File: src/rtl/sync_fifo_if.sv
// sync_fifo_if: producer/consumer bus of the single-clock byte FIFO.
// Status signals (count, overflow, underflow) exist only when FIFO_STATUS_EN is defined.
interface sync_fifo_if #(
  parameter int unsigned DATA_WIDTH = 8,
  parameter int unsigned ADDR_WIDTH = 4
);
  logic [DATA_WIDTH-1:0] data_in;
  logic                  we;
  logic                  re;
  logic [DATA_WIDTH-1:0] data_out;
  logic                  full;
  logic                  empty;
`ifdef FIFO_STATUS_EN
  logic [ADDR_WIDTH:0]   count;
  logic                  overflow;
  logic                  underflow;

  modport master (output data_in, we, re,
                  input  data_out, full, empty, count, overflow, underflow);
  modport slave  (input  data_in, we, re,
                  output data_out, full, empty, count, overflow, underflow);
`else
  modport master (output data_in, we, re,
                  input  data_out, full, empty);
  modport slave  (input  data_in, we, re,
                  output data_out, full, empty);
`endif
endinterface

File: src/rtl/sync_fifo.sv
// sync_fifo: single-clock FIFO, registered read data, full/empty derived from wrap-bit pointers.
// Define FIFO_STATUS_EN to add occupancy count and sticky overflow/underflow outputs.
module sync_fifo #(
  parameter int unsigned DATA_WIDTH = 8,
  parameter int unsigned DEPTH      = 16,
  parameter int unsigned ADDR_WIDTH = 4
) (
  input logic        clk,
  input logic        reset,
  sync_fifo_if.slave bus
);
  localparam int unsigned PTR_W = ADDR_WIDTH + 1;

  logic [DATA_WIDTH-1:0] mem [DEPTH];
  logic [PTR_W-1:0]      wr_ptr;
  logic [PTR_W-1:0]      rd_ptr;
  logic [DATA_WIDTH-1:0] data_q;
  logic                  empty_c;
  logic                  full_c;
  logic                  rd_en;
  logic                  wr_en;

  // Same index with opposite wrap bits means the writer is a full lap ahead.
  assign empty_c = (wr_ptr == rd_ptr);
  assign full_c  = (wr_ptr[ADDR_WIDTH] != rd_ptr[ADDR_WIDTH]) &&
                   (wr_ptr[ADDR_WIDTH-1:0] == rd_ptr[ADDR_WIDTH-1:0]);

  // A read while full frees a slot, so the same-cycle write may use it.
  assign rd_en = bus.re && !empty_c;
  assign wr_en = bus.we && (!full_c || rd_en);

  // Storage is intentionally not reset; pointers alone define validity.
  always_ff @(posedge clk) begin
    if (wr_en) mem[wr_ptr[ADDR_WIDTH-1:0]] <= bus.data_in;
  end

  always_ff @(posedge clk or negedge reset) begin
    if (!reset) begin
      wr_ptr <= '0;
      rd_ptr <= '0;
      data_q <= '0;
    end else begin
      if (wr_en) wr_ptr <= wr_ptr + PTR_W'(1);
      if (rd_en) begin
        rd_ptr <= rd_ptr + PTR_W'(1);
        data_q <= mem[rd_ptr[ADDR_WIDTH-1:0]];
      end
    end
  end

  assign bus.data_out = data_q;
  assign bus.full     = full_c;
  assign bus.empty    = empty_c;

`ifdef FIFO_STATUS_EN
  logic overflow_q;
  logic underflow_q;

  // Sticky error flags, cleared only by reset.
  always_ff @(posedge clk or negedge reset) begin
    if (!reset) begin
      overflow_q  <= 1'b0;
      underflow_q <= 1'b0;
    end else begin
      if (bus.we && full_c && !bus.re) overflow_q  <= 1'b1;
      if (bus.re && empty_c)           underflow_q <= 1'b1;
    end
  end

  assign bus.count     = wr_ptr - rd_ptr;
  assign bus.overflow  = overflow_q;
  assign bus.underflow = underflow_q;
`endif
endmodule

File: src/flat_wrapper.sv
// flat-port wrapper written by rule: the top's interface ports become plain ports
module sync_fifo_flat 
#(
  parameter int unsigned DATA_WIDTH = 8,
  parameter int unsigned DEPTH      = 16,
  parameter int unsigned ADDR_WIDTH = 4
)
  (clk, reset, bus_data_in, bus_we, bus_re, bus_data_out, bus_full, bus_empty);
  sync_fifo_if #(.DATA_WIDTH(DATA_WIDTH), .ADDR_WIDTH(ADDR_WIDTH)) bus_i ();
  input logic clk;
  input logic reset;
  input wire logic [$bits(bus_i.data_in)-1:0] bus_data_in;
  input wire logic [$bits(bus_i.we)-1:0] bus_we;
  input wire logic [$bits(bus_i.re)-1:0] bus_re;
  output wire logic [$bits(bus_i.data_out)-1:0] bus_data_out;
  output wire logic [$bits(bus_i.full)-1:0] bus_full;
  output wire logic [$bits(bus_i.empty)-1:0] bus_empty;
  assign bus_i.data_in = bus_data_in;
  assign bus_i.we = bus_we;
  assign bus_i.re = bus_re;
  assign bus_data_out = bus_i.data_out;
  assign bus_full = bus_i.full;
  assign bus_empty = bus_i.empty;
  sync_fifo #(.DATA_WIDTH(DATA_WIDTH), .DEPTH(DEPTH), .ADDR_WIDTH(ADDR_WIDTH)) u_core (.clk(clk), .reset(reset), .bus(bus_i));
endmodule
File: config.mk
export PLATFORM = sky130hd
export DESIGN_NAME = sync_fifo_flat
export DESIGN_NICKNAME = d
export VERILOG_FILES = /design/src/rtl/sync_fifo_if.sv /design/src/rtl/sync_fifo.sv /design/src/flat_wrapper.sv
export SDC_FILE = /design/constraint.sdc
export NUM_CORES = 1
export LEC_CHECK = 0
export ABC_CLOCK_PERIOD_IN_PS = 6300
export CAP_MARGIN = 5
export CORE_MARGIN = 4
export CORE_UTILIZATION = 55
export CTS_BUF_LIST = sky130_fd_sc_hd__clkbuf_8
export DETAILED_ROUTE_END_ITERATION = 10
export HOLD_SLACK_MARGIN = 0.05
export PLACE_DENSITY_LB_ADDON = 0.12
export REMOVE_ABC_BUFFERS = 1
export SLEW_MARGIN = 20
export SYNTH_ARGS = -nofsm -noshare
export SYNTH_HDL_FRONTEND = slang
export SYNTH_SLANG_ARGS = --single-unit
File: constraint.sdc
create_clock -name clk -period 6.3 [get_ports clk]
set_clock_uncertainty 0.2 [all_clocks]
set_input_delay 1.26 -clock clk [delete_from_list [all_inputs] [get_ports clk]]
set_output_delay 1.26 -clock clk [all_outputs]
set_load 0.01 [all_outputs]
# Word level (Yosys, flattened, before mapping)
# Memories as Yosys holds them, arrays and structs flattened. A register that Yosys moved wholly into a read port is not among the register bits.
# Cells that the tools add are included.
dict set report totals {
  register_bits 10
  ramBits 128
  in_bits 12
  out_inout_bits 10
  word_cells 17
  mem_count 1
}
# name words word_bits rd rd_clocked_by_memory_dff wr line
set memory_table {}
lappend memory_table {u_core.mem 16 8 1 1 1 sync_fifo.sv:14} ;# logic [DATA_WIDTH-1:0] mem [DEPTH];
dict set report classes {
  add_sub_neg 2
  eq_ne 3
  n_mux 2
  n_reduce_logical 7
}
# op n
set op_table {}
lappend op_table {{$add A5 B1 Y5 const B} 2}
lappend op_table {{$eq A5 B5 Y1} 1}
lappend op_table {{$eq A4 B4 Y1} 1}
lappend op_table {{$logic_and A1 B1 Y1} 3}
lappend op_table {{$logic_not A1 Y1} 3}
lappend op_table {{$mux W1} 2}
lappend op_table {{$logic_or A1 B1 Y1} 1}
lappend op_table {{$ne A1 B1 Y1} 1}

# Longest topological paths before layout
# Gate-level depths: netlist of run 1.
dict set report logic_depth {
  depth_word 7
  depth_mapped 7
  ltp_nobuf 5
}

# Worst setup path after synthesis of run 1
# Ideal clock, no wire load.
dict set report synth_path {
  path_kind {input to register}
  startpoint {input bus_re}
  endpoint {memory u_core.mem[3][0], enable pin}
  setup_ns 0.383
  arrival_time_ns 2.306
  required_time_ns 5.717
  slack_ns 3.411
  path_stages 3
  path_buffers 1
  cell_sequence {clkbuf_1 o311ai_1 nor3_1}
}
dict set report synth_via {
  elab_chain_len 5
}
# item line
set synth_rtl {}
lappend synth_rtl {{from (decl)} flat_wrapper.sv:14} ;# input wire logic [$bits(bus_i.re)-1:0] bus_re;
lappend synth_rtl {{$logic_and A1 B1 Y1} sync_fifo.sv:29} ;# assign rd_en = bus.re && !empty_c;
lappend synth_rtl {{$logic_or A1 B1 Y1} sync_fifo.sv:30} ;# assign wr_en = bus.we && (!full_c || rd_en);
lappend synth_rtl {{$logic_and A1 B1 Y1} sync_fifo.sv:30}
lappend synth_rtl {{$mux W1} sync_fifo.sv:34} ;# if (wr_en) mem[wr_ptr[ADDR_WIDTH-1:0]] <= bus.data_in;
lappend synth_rtl {{$mux W1 (not written as such)} sync_fifo.sv:34}
lappend synth_rtl {{to (decl)} sync_fifo.sv:14}
# No other way between the ends.

# Final worst setup path of run 1
dict set report layout_path {
  startpoint {register u_core.rd_ptr[1]}
  endpoint {output bus_full}
}
dict set report layout_via {
  elab_chain_len 2
}
# item line
set layout_rtl {}
lappend layout_rtl {{from (decl)} sync_fifo.sv:16} ;# logic [PTR_W-1:0] rd_ptr;
lappend layout_rtl {{from (signal assigned)} sync_fifo.sv:45} ;# rd_ptr <= rd_ptr + PTR_W'(1);
lappend layout_rtl {{$eq A4 B4 Y1} sync_fifo.sv:26} ;# (wr_ptr[ADDR_WIDTH-1:0] == rd_ptr[ADDR_WIDTH-1:0]);
lappend layout_rtl {{$logic_and A1 B1 Y1} sync_fifo.sv:25} ;# assign full_c = (wr_ptr[ADDR_WIDTH] != rd_ptr[ADDR_WIDTH]) &&
lappend layout_rtl {{to (decl)} flat_wrapper.sv:16} ;# output wire logic [$bits(bus_i.full)-1:0] bus_full;
# No other way between the ends.

==> summary.md, run 1 <==
| Metric | Value |
|---|---|
| Critical Path Start | `u_core.rd_ptr[1]$_DFFE_PN0P_` |
| Die height | `112 um` |
| Maximum fanout along the worst path | `30` |
| Share of layout cells above drive strength 1 | `0.237` |
| Top FF cell, synth | `edfxtp_1` |
| Fin nets | `346` |
| Synth cell types | `32` |
| Max_slew headroom | `0.362` |
| Post-synth EDFFs | `128` |
| Largest family of logic cells by synthesized area | `multiplexers` |
| Initial Util | `0.569` |
| Total track usage | `0.187` |
| Post-synth ARST share | `0.123` |
| Number of port buffers | `21` |
| WP data required | `4.84 ns` |
| Antenna violations before repair | `0` |
| Inst Count DP | `446` |
| Post-Syn Instances | `304` |
| DRC | `0` |
| Final Hold Fails | `0` |
| Total grt overflow | `0` |
| Final worst path period share | `0.649` |
| CTS tree | `yes` |
| Worst Max-Slew Pin Slew | `0.957 ns` |
| Final WL | `10.8 mm` |
| Via density | `5.87` |
| Final worst slack | `2.21 ns` |
| Hold Slack | `0.308 ns` |
| Commonest cells in the netlist | `edfxtp_1 (128), mux4_2 (24), dfrtp_1 (18), mux2_2 (18), mux2i_1 (16)` |
| Status | `completed` |
| Dpl hpwl | `6.75 mm` |
| TritonCTS buffer count | `17` |
| Crit end category | `output pin` |
| Max Root-Sink Buffers | `2` |
| Synth area leader | `edfxtp_1` |
| Fmax | `245 MHz` |
| Pwr/cell area | `461 nW/um^2` |
| Yosys reg bits | `146` |
| Peak VDD IR | `0.000231 V` |
| Rows | `37` |
| Area of the multi-input gates | `1530 um^2` |
| Final min period | `4.09 ns` |
| Drt wl/cell | `22.6 um` |
| ANT nets after route | `0` |
| Setup violators final | `0` |
| Initial DRC count | `216` |
| Worst-path clk slew | `0.08 ns` |
| Hold_sp | `u_core.bus.data_out[3]$_DFFE_PN0P_` |
| Avg Inst Size Synth | `19.5 um^2` |
| Setup WS pre-CTS | `2.59 ns` |
| Post-synth top area share | `0.649` |
| Type of the worst min-delay path | `reg2reg` |
| P_leak | `2.28 nW` |
| Area contributors post-synth | `edfxtp_1 (65%), mux4_2 (9.1%), dfrtp_1 (7.6%)` |
| Synthesis warning total | `0` |
| Pin count of the biggest net entering global routing | `45` |
| Fraction of synthesized cell area in xor and xnor cells | `0.0207` |
| # diodes | `0` |
| FF+latch area | `4300 um^2` |
| Critical Path Start Type | `flop` |
| Synth Area in Simple Gates | `0.0382` |
| Die W | `112 um` |
| Adder-cell share of the synthesized area | `0.0106` |
| Clk Latency, worst-skew pair | `0.42 ns` |
| Critical R2R Launch | `u_core.rd_ptr[1]$_DFFE_PN0P_` |
| Post-CTS Hold Buffers | `0` |
| P&R area growth vs syn | `13.0%` |
| Max_cap viols | `0` |
| TNS Setup | `0 ns` |
| RSZ-0062 raised after global routing | `false` |
| Vias | `2804` |
| Gpl congestion | `0.772` |
| Fill count | `752` |
| Cell Count, Final, Fillers Out | `478` |
| Ports | `22` |
| CTS resizes | `0` |
| Synth Area in Compound Gates | `0.0348` |
| CP arrival | `2.63 ns` |
| H-tree depth | `4` |
| Mux contribution to synthesized area | `0.152` |
| First-pass GRT wire length | `17.0 mm` |
| Synthesized area | `5920 um^2` |
| Post-synthesis sequential area ratio | `0.725` |
| Setup CP Type | `reg2out` |
| Max-slew violation count | `0` |
| Count leader, synth | `edfxtp_1` |
| TritonCTS sink count | `146` |
| DRT Pass-1 Iters | `5` |
| Setup bufs post-CTS | `0` |
| Core area | `10400 um^2` |
| Full die area | `12500 um^2` |
| Root Driver | `clkbuf_8` |
| Number of global-route vias before repair | `2842` |
-- critical path: stages (launching register included) --
cell and delay (ns):
dfrtp_2 0.98, xnor2_1 0.22, nand4_2 0.28, nor2_1 0.16, clkdlybuf4s50_1 0.55
-- cells by family (layout without fill, tap and decap cells) --
kind of cell    count (synthesis)  in the layout
buf+inv                        20             58
fa+ha+maj                       5              5
xor+xnor                       14             14
compound gates                 24             24
flops                         146            146
mux                            58             58
simple gates                   37             37
-- report_power, final --
group          internal, mW  leakage, nW  switching, mW
logic                 0.476        0.685          0.434
registers              1.20         1.36          0.145
clock network         0.493        0.229          0.338
-- through the flow --
step | util | instance area [um^2] | power, mW
global route | 0.643 | 6700 | 3.25
CTS | 0.642 | 6690 | 3.12
floorplan | - | 5830 | 1.97
global placement | 0.598 | 6220 | 2.27
finish | 0.643 | 6700 | 3.09
detailed placement | 0.598 | 6220 | 2.29
-- final cells by class --
class | instances | area share
flip-flops and latches | 146 | 0.642
inverters | 3 | 0.00168
well taps | 136 | 0.0254
multi-input cells | 138 | 0.228
clock inverters | 13 | 0.0306
clock buffers | 19 | 0.0391
repair buffers | 23 | 0.0336
-- placed cells by master (no fill, tap or decap), drive strengths merged, types with 2 or more instances in the layout --
cell,n
and4,3
o211ai,2
nor2,5
bufinv,5
a22o,8
mux2,18
edfxtp,128
nand2b,8
clkinv,3
clkdlybuf4s50,21
ha,5
mux4,24
inv,5
buf,2
dfrtp,18
clkinvlp,3
nor2b,4
xnor2,13
clkbuf,19
nand2,2
and3,12
a221oi,8
mux2i,16
o311ai,2
-- sequential cells by signal (all words and copies together) (netlist names) --
| name | count |
|---|---|
| u_core.wr_ptr | 5 |
| u_core.mem | 128 |
| u_core.rd_ptr | 5 |
| u_core.bus.data_out | 8 |
-- final timing paths --
check,depth (start not counted),end,slack [ns]
min in group asynchronous,1,u_core.bus.data_out[0]$_DFFE_PN0P_,1.14
max in group asynchronous,1,u_core.rd_ptr[1]$_DFFE_PN0P_,4.15
min,1,u_core.bus.data_out[3]$_DFFE_PN0P_,0.31
max reg2reg,4,u_core.mem[6][1]$_DFFE_PP_,3.30
min reg2reg,1,u_core.bus.data_out[3]$_DFFE_PN0P_,0.31
max,4,bus_full,2.21
-- layer usage --
layer  routed length, um  global-route usage  part of all wire
met1                4970               0.282              0.46
met2                5210               0.276              0.48
met3                 540              0.0413             0.050
met4                  76              0.0608            0.0070
met5                   0                   0                 0
(Power assumes the default switching activity.)
==> inputs of run 2 (changes only) <==
--- a/config.mk
+++ b/config.mk
@@ -5,7 +5,7 @@
 export SDC_FILE = /design/constraint.sdc
 export NUM_CORES = 1
 export LEC_CHECK = 0
-export ABC_CLOCK_PERIOD_IN_PS = 6300
+export ABC_CLOCK_PERIOD_IN_PS = 3800
 export CAP_MARGIN = 5
 export CORE_MARGIN = 4
 export CORE_UTILIZATION = 55
==> constraint.sdc (replaced) <==
create_clock -name clk -period 3.8 [get_ports clk]
set_clock_uncertainty 0.2 [all_clocks]
set_input_delay 0.76 -clock clk [delete_from_list [all_inputs] [get_ports clk]]
set_output_delay 0.76 -clock clk [all_outputs]
set_load 0.01 [all_outputs]
==> summary.md, run 2 (synthesis gave the netlist of run 1 again) <==
| Metric | Value |
|---|---|
| WP data required | `2.84 ns (was 4.84 ns)` |
| Max-slew violation count | `0 (unchanged)` |
| P&R area growth vs syn | `13.1% (was 13.0%)` |
| RSZ-0062 raised after global routing | `false (unchanged)` |
| # diodes | `0 (unchanged)` |
| Core area | `10400 um^2 (unchanged)` |
| Via density | `5.88 (was 5.87)` |
| Ports | `22 (unchanged)` |
| Total track usage | `0.205 (was 0.187)` |
| Critical Path Start Type | `flop (unchanged)` |
| Max_cap viols | `0 (unchanged)` |
| Rows | `37 (unchanged)` |
| CTS tree | `yes (unchanged)` |
| Critical R2R Launch | `u_core.rd_ptr[3]$_DFFE_PN0P_ (was u_core.rd_ptr[1]$_DFFE_PN0P_)` |
| Die height | `112 um (unchanged)` |
| Worst Max-Slew Pin Slew | `0.882 ns (was 0.957 ns)` |
| Setup violators final | `0 (unchanged)` |
| Crit end category | `output pin (unchanged)` |
| Clk Latency, worst-skew pair | `0.44 ns (was 0.42 ns)` |
| TritonCTS buffer count | `17 (unchanged)` |
| Share of layout cells above drive strength 1 | `0.233 (was 0.237)` |
| Final Hold Fails | `0 (unchanged)` |
| Min-Delay Endpoint | `u_core.bus.data_out[3]$_DFFE_PN0P_ (unchanged)` |
| TritonCTS sink count | `146 (unchanged)` |
| Pin count of the biggest net entering global routing | `44 (was 45)` |
| P_leak | `2.29 nW (was 2.28 nW)` |
| Full die area | `12500 um^2 (unchanged)` |
| Hold Crit Depth | `1 (unchanged)` |
| Inst Count DP | `448 (was 446)` |
| DRC | `0 (unchanged)` |
| H-tree depth | `4 (unchanged)` |
| Worst reg2reg path endpoint | `u_core.mem[6][0]$_DFFE_PP_ (was u_core.mem[6][1]$_DFFE_PP_)` |
| Pwr/cell area | `771 nW/um^2 (was 461 nW/um^2)` |
| Root Driver | `clkbuf_8 (unchanged)` |
| Antenna violations before repair | `0 (unchanged)` |
| Worst-path clk slew | `0.09 ns (was 0.08 ns)` |
| DRT Pass-1 Iters | `5 (unchanged)` |
| Dpl hpwl | `7.61 mm (was 6.75 mm)` |
| Setup bufs post-CTS | `0 (unchanged)` |
| Total grt overflow | `0 (unchanged)` |
| FF-to-FF path depth | `4 (unchanged)` |
| Most common cell after layout, fill and taps aside | `edfxtp_1 (unchanged)` |
| Peak VDD IR | `0.000537 V (was 0.000231 V)` |
| ANT nets after route | `0 (unchanged)` |
| First-pass GRT wire length | `18.2 mm (was 17.0 mm)` |
| Max Root-Sink Buffers | `2 (unchanged)` |
| Post-CTS Hold Buffers | `0 (unchanged)` |
| Status | `completed (unchanged)` |
| Type of the worst min-delay path | `reg2reg (unchanged)` |
| Cell Count, Final, Fillers Out | `480 (was 478)` |
| Hold_sp | `u_core.bus.data_out[3]$_DFFE_PN0P_ (unchanged)` |
| Most frequent cells in the layout | `edfxtp_1 (128), mux4_2 (24), clkdlybuf4s50_1 (21), mux2_2 (18), clkbuf_8 (17) (was edfxtp_1 (128), mux4_2 (24), clkdlybuf4s50_1 (21), clkbuf_8 (19), mux2_2 (18))` |
| CTS resizes | `0 (unchanged)` |
| Largest register FFs | `128 (unchanged)` |
| Drt wl/cell | `24.4 um (was 22.6 um)` |
| Fmax | `297 MHz` |
| Initial DRC count | `259 (was 216)` |
| Max_slew headroom | `0.410 (was 0.362)` |
| Final min period | `3.37 ns` |
| Maximum fanout along the worst path | `19 (was 30)` |
| Hold Slack | `0.307 ns (was 0.308 ns)` |
| Setup CP Type | `reg2out (unchanged)` |
| Number of port buffers | `21 (unchanged)` |
| Initial Util | `0.569 (unchanged)` |
| CP arrival | `2.41 ns (was 2.63 ns)` |
| Final WL | `11.7 mm (was 10.8 mm)` |
| Final worst path period share | `0.886` |
| R2r setup slk | `0.99 ns (was 3.30 ns)` |
| Final core occ | `0.643 (about the same)` |
| TNS Setup | `0 ns (unchanged)` |
| Die W | `112 um (unchanged)` |
| Number of global-route vias before repair | `3014 (was 2842)` |
| Gpl congestion | `0.763 (was 0.772)` |
| Fin nets | `348 (was 346)` |
| Vias | `2824 (was 2804)` |
-- run 2: layer usage --
layer	share of wire	up-vias	track usage
li1	-	1285	-
met1	0.44	1450	0.279
met2	0.49	75	0.321
met3	0.049	14	0.0451
met4	0.019	0	0.0892
met5	0	-	0
-- run 2: metrics by stage --
stage | area, um^2 | total power, mW | setup WS, ns
after floorplan | 5830 | 3.26 | 0.694
after global placement | 6240 | 3.81 | 0.812
after detailed placement | 6240 | 3.83 | 0.768
after CTS | 6700 | 5.22 | 0.408
after global routing | 6700 | 5.44 | 0.258
final | 6700 | 5.17 | 0.434
-- run 2: critical path, cell delays in order, from the launching register on --
cell	delay, ns
dfrtp_1	0.79
xnor2_1	0.21
nand4_2	0.26
nor2_1	0.16
clkdlybuf4s50_1	0.55
-- run 2: how the worst max path moves through the flow --
stage	cells past startpoint	end	from	slack (ns)
6_report	4	bus_empty	u_core.rd_ptr[3]$_DFFE_PN0P_	0.43
5_1_grt	4	bus_empty	u_core.rd_ptr[3]$_DFFE_PN0P_	0.26
4_1_cts	4	bus_empty	u_core.rd_ptr[3]$_DFFE_PN0P_	0.41
3_5_place_dp	3	u_core.mem[6][1]$_DFFE_PP_	bus_re	0.77
3_3_place_gp	3	u_core.mem[6][1]$_DFFE_PP_	bus_re	0.81
2_1_floorplan	4	u_core.mem[3][0]$_DFFE_PP_	u_core.rd_ptr[2]$_DFFE_PN0P_	0.69
-- run 2: layout make-up --
| cell class | count | area [um^2] |
|---|---|---|
| Multi-Input combinational cell | 138 | 1520 |
| Tap cell | 136 | 170 |
| Timing Repair Buffer | 25 | 240 |
| Sequential cell | 146 | 4300 |
| Fill cell | 686 | 3710 |
| Inverter | 3 | 11.3 |
| Clock buffer | 17 | 234 |
| Clock inverter | 15 | 229 |
-- run 2: where the power goes --
part	total (mW)	switching, mW	internal [mW]
logic	1.58	0.788	0.797
clock network	1.40	0.605	0.791
registers	2.19	0.197	1.99
total	5.17	1.59	3.58
